===== src/rtl/memory_stage_pkg.sv =====
// Shared definitions for the memory pipeline stage: op encodings, FSM states
// and default widths.
package memory_stage_pkg;

    localparam int DEF_DATA_W = 16;
    localparam int DEF_ADDR_W = 11;

    localparam logic [2:0] MEM_NONE  = 3'd0;
    localparam logic [2:0] MEM_LOAD  = 3'd1;
    localparam logic [2:0] MEM_STORE = 3'd2;
    localparam logic [2:0] MEM_PUSH  = 3'd3;
    localparam logic [2:0] MEM_POP   = 3'd4;

    typedef enum logic {
        IDLE   = 1'b0,
        ACCESS = 1'b1
    } stateT;

    // Encodings 5-7 fall through as NONE.
    function automatic logic isMemOp(input logic [2:0] op);
        return (op == MEM_LOAD) || (op == MEM_STORE) || (op == MEM_PUSH) || (op == MEM_POP);
    endfunction

    function automatic logic isReadOp(input logic [2:0] op);
        return (op == MEM_LOAD) || (op == MEM_POP);
    endfunction

    function automatic logic isWriteOp(input logic [2:0] op);
        return (op == MEM_STORE) || (op == MEM_PUSH);
    endfunction

endpackage


===== src/rtl/memory_stage_stack_pointer_unit.sv =====
// Stack pointer register; moves only on committed push/pop and exposes the
// bound flags used to refuse over/underflowing stack ops.
module stack_pointer_unit #(
    parameter int                ADDR_W   = 11,
    parameter logic [ADDR_W-1:0] SP_RESET = {ADDR_W{1'b1}}
) (
    input  logic              clk,
    input  logic              rst_n,
    input  logic              pushCommit,
    input  logic              popCommit,
    output logic [ADDR_W-1:0] sp,
    output logic [ADDR_W-1:0] spPlus1,
    output logic              full,
    output logic              empty
);

    always_ff @(posedge clk or negedge rst_n) begin
        if (!rst_n) begin
            sp <= SP_RESET;
        end else if (pushCommit) begin
            sp <= sp - ADDR_W'(1);
        end else if (popCommit) begin
            sp <= sp + ADDR_W'(1);
        end
    end

    assign spPlus1 = sp + ADDR_W'(1);
    assign full    = (sp == '0);
    assign empty   = (sp == SP_RESET);

endmodule


===== src/rtl/memory_stage.sv =====
// MEM pipeline stage: runs loads/stores/pushes/pops over a req/ack port,
// stalls upstream while an access is outstanding and registers MEM/WB.
module memory_stage
    import memory_stage_pkg::*;
#(
    parameter int                ADDR_W   = DEF_ADDR_W,
    parameter int                DATA_W   = DEF_DATA_W,
    parameter logic [ADDR_W-1:0] SP_RESET = {ADDR_W{1'b1}}
) (
    input  logic              clk,
    input  logic              rst_n,
    input  logic              valid_in,
    input  logic [2:0]        mem_op,
    input  logic [DATA_W-1:0] alu_result,
    input  logic [DATA_W-1:0] store_data,
    input  logic [2:0]        rdst_in,
    input  logic              wb_en_in,
    output logic              stall,
    output logic              mem_req,
    output logic              mem_we,
    output logic [ADDR_W-1:0] mem_addr,
    output logic [DATA_W-1:0] mem_wdata,
    input  logic              mem_ack,
    input  logic [DATA_W-1:0] mem_rdata,
    output logic [DATA_W-1:0] fwd_data,
    output logic              wb_valid,
    output logic              wb_en,
    output logic [2:0]        wb_rdst,
    output logic [DATA_W-1:0] wb_data,
    output logic [ADDR_W-1:0] sp,
    output logic              stack_err
);

    stateT             state;
    logic [2:0]        accOp;
    logic              accWe;
    logic              accWbEn;
    logic [ADDR_W-1:0] accAddr;
    logic [DATA_W-1:0] accWdata;
    logic [DATA_W-1:0] accAlu;
    logic [2:0]        accRdst;

    logic [ADDR_W-1:0] spPlus1;
    logic              spFull;
    logic              spEmpty;
    logic              opIsMem;
    logic              stackFault;
    logic              startAccess;
    logic              ackCommit;
    logic [ADDR_W-1:0] idleAddr;

    assign opIsMem     = valid_in && isMemOp(mem_op);
    assign stackFault  = (state == IDLE) && valid_in &&
                         (((mem_op == MEM_PUSH) && spFull) || ((mem_op == MEM_POP) && spEmpty));
    assign startAccess = (state == IDLE) && opIsMem && !stackFault;
    assign ackCommit   = (state == ACCESS) && mem_ack;

    always_comb begin
        idleAddr = alu_result[ADDR_W-1:0];
        if (mem_op == MEM_PUSH) begin
            idleAddr = sp;
        end else if (mem_op == MEM_POP) begin
            idleAddr = spPlus1;
        end
    end

    // Reset gates stall so upstream is released the moment an access is aborted.
    assign stall     = rst_n && (startAccess || ((state == ACCESS) && !mem_ack));
    assign mem_req   = (state == ACCESS);
    assign mem_we    = accWe;
    assign mem_addr  = accAddr;
    assign mem_wdata = accWdata;
    assign fwd_data  = alu_result;

    stack_pointer_unit #(
        .ADDR_W   (ADDR_W),
        .SP_RESET (SP_RESET)
    ) uSpUnit (
        .clk        (clk),
        .rst_n      (rst_n),
        .pushCommit (ackCommit && (accOp == MEM_PUSH)),
        .popCommit  (ackCommit && (accOp == MEM_POP)),
        .sp         (sp),
        .spPlus1    (spPlus1),
        .full       (spFull),
        .empty      (spEmpty)
    );

    // Access capture: IDLE -> ACCESS boundary
    always_ff @(posedge clk) begin
        if (startAccess) begin
            accAddr  <= idleAddr;
            accWdata <= store_data;
            accAlu   <= alu_result;
            accRdst  <= rdst_in;
        end
    end

    // MEM/WB boundary
    always_ff @(posedge clk or negedge rst_n) begin
        if (!rst_n) begin
            state     <= IDLE;
            accOp     <= MEM_NONE;
            accWe     <= 1'b0;
            accWbEn   <= 1'b0;
            wb_valid  <= 1'b0;
            wb_en     <= 1'b0;
            wb_rdst   <= '0;
            wb_data   <= '0;
            stack_err <= 1'b0;
        end else begin
            stack_err <= stackFault;
            case (state)
                IDLE: begin
                    if (startAccess) begin
                        state    <= ACCESS;
                        accOp    <= mem_op;
                        accWe    <= isWriteOp(mem_op);
                        accWbEn  <= wb_en_in;
                        wb_valid <= 1'b0;
                        wb_en    <= 1'b0;
                    end else if (opIsMem) begin
                        wb_valid <= 1'b0;
                        wb_en    <= 1'b0;
                    end else begin
                        wb_valid <= valid_in;
                        wb_en    <= wb_en_in && valid_in;
                        wb_rdst  <= rdst_in;
                        wb_data  <= alu_result;
                    end
                end
                ACCESS: begin
                    if (mem_ack) begin
                        state    <= IDLE;
                        wb_valid <= 1'b1;
                        wb_en    <= accWbEn;
                        wb_rdst  <= accRdst;
                        wb_data  <= isReadOp(accOp) ? mem_rdata : accAlu;
                    end else begin
                        wb_valid <= 1'b0;
                        wb_en    <= 1'b0;
                    end
                end
                default: state <= IDLE;
            endcase
        end
    end

endmodule


===== config.mk =====
export PLATFORM = sky130hd
export DESIGN_NAME = memory_stage
export DESIGN_NICKNAME = d
export VERILOG_FILES = /design/src/rtl/memory_stage_pkg.sv /design/src/rtl/memory_stage_stack_pointer_unit.sv /design/src/rtl/memory_stage.sv
export SDC_FILE = /design/constraint.sdc
export NUM_CORES = 1
export LEC_CHECK = 0
export ABC_AREA = 1
export CAP_MARGIN = 20
export CORE_ASPECT_RATIO = 1.25
export CORE_UTILIZATION = 47
export CTS_CLUSTER_DIAMETER = 100
export DETAILED_ROUTE_END_ITERATION = 16
export GPL_ROUTABILITY_DRIVEN = 1
export GPL_TIMING_DRIVEN = 0
export PLACE_DENSITY = 0.81
export SLEW_MARGIN = 40
export SYNTH_ARGS = -nofsm -noshare
export SYNTH_HDL_FRONTEND = slang
export SYNTH_SLANG_ARGS = --single-unit

===== constraint.sdc =====
create_clock -name clk -period 3.35 [get_ports clk]
set_clock_uncertainty 0.1 [all_clocks]
set_input_delay 0.67 -clock clk [delete_from_list [all_inputs] [get_ports clk]]
set_output_delay 0.67 -clock clk [all_outputs]
set_load 0.05 [all_outputs]

==> metrics <==
H-tree level count=3; Sequential cell area=2370 sq um; clock-pin slew on the worst setup and hold paths=0.06 ns; # diodes=0; Post-Layout Cell Count=794; # rows=39; initial core utilization=48.2%; wire length of the first global-routing pass=18.3 mm; Iter 0 DRT Violations=181; cts hold-fix bufs=0; max_slew headroom=59.9%; clk sink count=85; Ports=138; Clock Latency Late Sink=0.34 ns; GR Util met1=29.6%; max incr delay on CP=0.54 ns; Slowest-stage cell, CP=clkdlybuf4s50_1; CP endpoint kind=primary output; area grow syn2layout=42.2%; post-route minimum period=3.25 ns; syn nets=578; vias in the first global route=3847; layout cells sized above 1=11.8%; Total Nets Final=728; met3 usage=4.73%; post-route cell area=6220 sq um; most common cell after layout, fill and taps aside=clkdlybuf4s50_1; full die area=9690 sq um; Synth warnings=0; sequential area share after synthesis=54.2%; DRT antenna net count=0; vias post-DR=4080; dpl hpwl=8.57 mm; PD cells=660 nW/um^2; worst path required time=2.58 ns; port bufs=137; mean routed wirelength per cell=15.0 microns; Max IR drop VDD=0.449 mV; Placeable Area=9080 sq um; initial antenna violation count=0; Final Hold Fails=0; routing usage on met2=44.7%; synthesized area=4370 sq um; critical path cell sequence=clkdlybuf4s50_1 -> inv_2 -> nand3_1 -> inv_2 -> nand3_1 -> nand3_4 -> a21oi_1 -> buf_2; Inst Count DP=776; highest-count cells in the layout ignoring fill and taps=clkdlybuf4s50_1, nand2_1, nor2_1; outcome=complete, no violations; width of the die=88.3 microns; DR vias/cell=5.14; Post-Synthesis Cells=516; Crit Path Max Fanout=9; critical path type=in -> out; final worst-path cycle share=97.1%; CP Data Arrival Time=2.48 ns; CTS tree=built; number of synthesized register bits=85; Hold Slack=0.209 ns; total CTS buffers=9; Least-Margin Pin Slew=0.601 ns; FILL cells=738; DRC=0; Hold Crit Class=in -> async; P_leak=2.69 nW; GP Congestion=0.959; Pins Over Slew Limit=0; Max Root-Sink Buffers=2; # setup viols final=0; busiest layer in global routing=met2; total track usage=25.2%; startpoint types=input port; final WL=11.9 mm; area of the multi-input gates=1610 sq um; GR Overflow Total=0; Cell Area, Placed=5900 sq um; Die Ht=110 microns; # Max-Cap Violations=0; Setup TNS Final=0 ns; clock root buffer=clkbuf_16; average size of a mapped cell=8.47 sq um; count of cell types in the netlist=35; largest net degree at the start of global routing=47; FMAX=308 MHz; Pre-Repair DR Iteration Count=5
==> Yosys cell counts <==
master / instances / share of area (%)
a21o_1: 1 / 0.17
a21oi_1: 10 / 1.1
a21oi_2: 1 / 0.20
a21oi_4: 1 / 0.37
a22oi_1: 1 / 0.17
a31oi_1: 1 / 0.14
buf_1: 2 / 0.17
buf_2: 10 / 1.1
buf_4: 16 / 2.7
buf_6: 3 / 0.77
clkbuf_1: 5 / 0.43
clkbuf_2: 1 / 0.11
dfrtp_1: 28 / 16
dfstp_2: 11 / 6.6
edfxtp_1: 46 / 32
ha_1: 3 / 0.86
inv_1: 36 / 3.1
inv_2: 7 / 0.60
nand2_1: 112 / 9.6
nand2_2: 2 / 0.29
nand2_4: 2 / 0.52
nand3_1: 47 / 5.4
nand3_2: 1 / 0.23
nand4_1: 8 / 1.1
nor2_1: 107 / 9.2
nor2_2: 1 / 0.14
nor3_1: 1 / 0.11
nor3_2: 2 / 0.46
o211ai_1: 3 / 0.52
o21a_1: 1 / 0.17
o21ai_0: 38 / 4.4
o21ai_1: 1 / 0.11
o22ai_1: 3 / 0.43
xor2_1: 3 / 0.60
xor2_2: 1 / 0.37
==> stage by stage <==
step	power (mW)	util [%]	setup slack (ns)
global placement	3.06	65.0	-0.941
global route	4.31	68.5	-0.0203
finish	4.11	68.5	0.0982
CTS	4.10	68.3	0.0669
detailed placement	3.09	65.0	-0.477
floorplan	2.55	-	0.284
==> sequential cells by signal (all words and copies together), names as in the netlist <==
| name | count |
|---|---|
| accAlu | 16 |
| mem_we | 1 |
| uSpUnit.sp | 11 |
| wb_valid | 1 |
| mem_addr | 11 |
| wb_rdst | 3 |
| accWbEn | 1 |
| accOp | 3 |
| mem_req | 1 |
| stack_err | 1 |
| accRdst | 3 |
| wb_en | 1 |
| mem_wdata | 16 |
| wb_data | 16 |
==> path summary, 6_finish.rpt <==
| check | from | endpoint | slack [ns] | cells after the start |
|---|---|---|---|---|
| max in group asynchronous | rst_n | uSpUnit.sp[4]$_DFFE_PN1P_ | 2.57 | 1 |
| min reg2reg | mem_we$_DFFE_PN0P_ | mem_we$_DFFE_PN0P_ | 0.38 | 2 |
| min | rst_n | wb_rdst[1]$_DFFE_PN0P_ | 0.21 | 1 |
| max | mem_op[2] | stall | 0.1 | 8 |
| max reg2reg | uSpUnit.sp[0]$_DFFE_PN1P_ | mem_addr[3]$_DFFE_PN_ | 0.90 | 7 |
| min in group clk | mem_we$_DFFE_PN0P_ | mem_we$_DFFE_PN0P_ | 0.38 | 2 |
==> worst max-delay path: cells and delay by family <==
family / cells / cell delay, ns
AO/OA/AOI/OAI: 1 / 0.17
AND/OR/NAND/NOR: 3 / 0.62
buffers and inverters: 4 / 1.02
==> cell type report <==
type                       count  share of cell area [%]
clock buffer                  12                    4.12
sequential                    85                    38.1
tap                          123                    2.47
clock inverter                 4                   0.765
inverter                      43                    2.64
multi-input combinational    351                    25.9
buffer                        37                    3.78
timing repair buffer         139                    22.2
==> what timing repair did <==
item / 4_1_cts / 5_1_grt
hold endpoints to repair: 0 / 0
pin swaps: 0 / 0
resized for setup: 5 / 1
endpoints found under the setup margin: 1 / 1
setup buffers: 0 / 2
==> where the power goes <==
part | switching (mW) | total [mW] | internal, mW
clock | 0.399 | 1.01 | 0.616
combinational | 1.14 | 1.68 | 0.546
sequential | 0.107 | 1.41 | 1.30
total | 1.64 | 4.11 | 2.46
==> metal layers <==
layer / vias up / wire (microns) / share of wire (%)
li1: 1969 / - / -
met1: 1891 / 4570 / 38
met2: 196 / 6180 / 52
met3: 24 / 888 / 7.5
met4: 0 / 267 / 2.2
met5: - / 0 / 0
==> logic make-up after synthesis <==
kind of cell	after synthesis	share of synthesized area (%)
xor+xnor	4	0.973
flops	85	54.2
simple gates	283	27.1
buf+inv	80	9.07
fa+ha+maj	3	0.859
compound gates	61	7.79
Note: power is estimated with default switching activity, not from simulation.
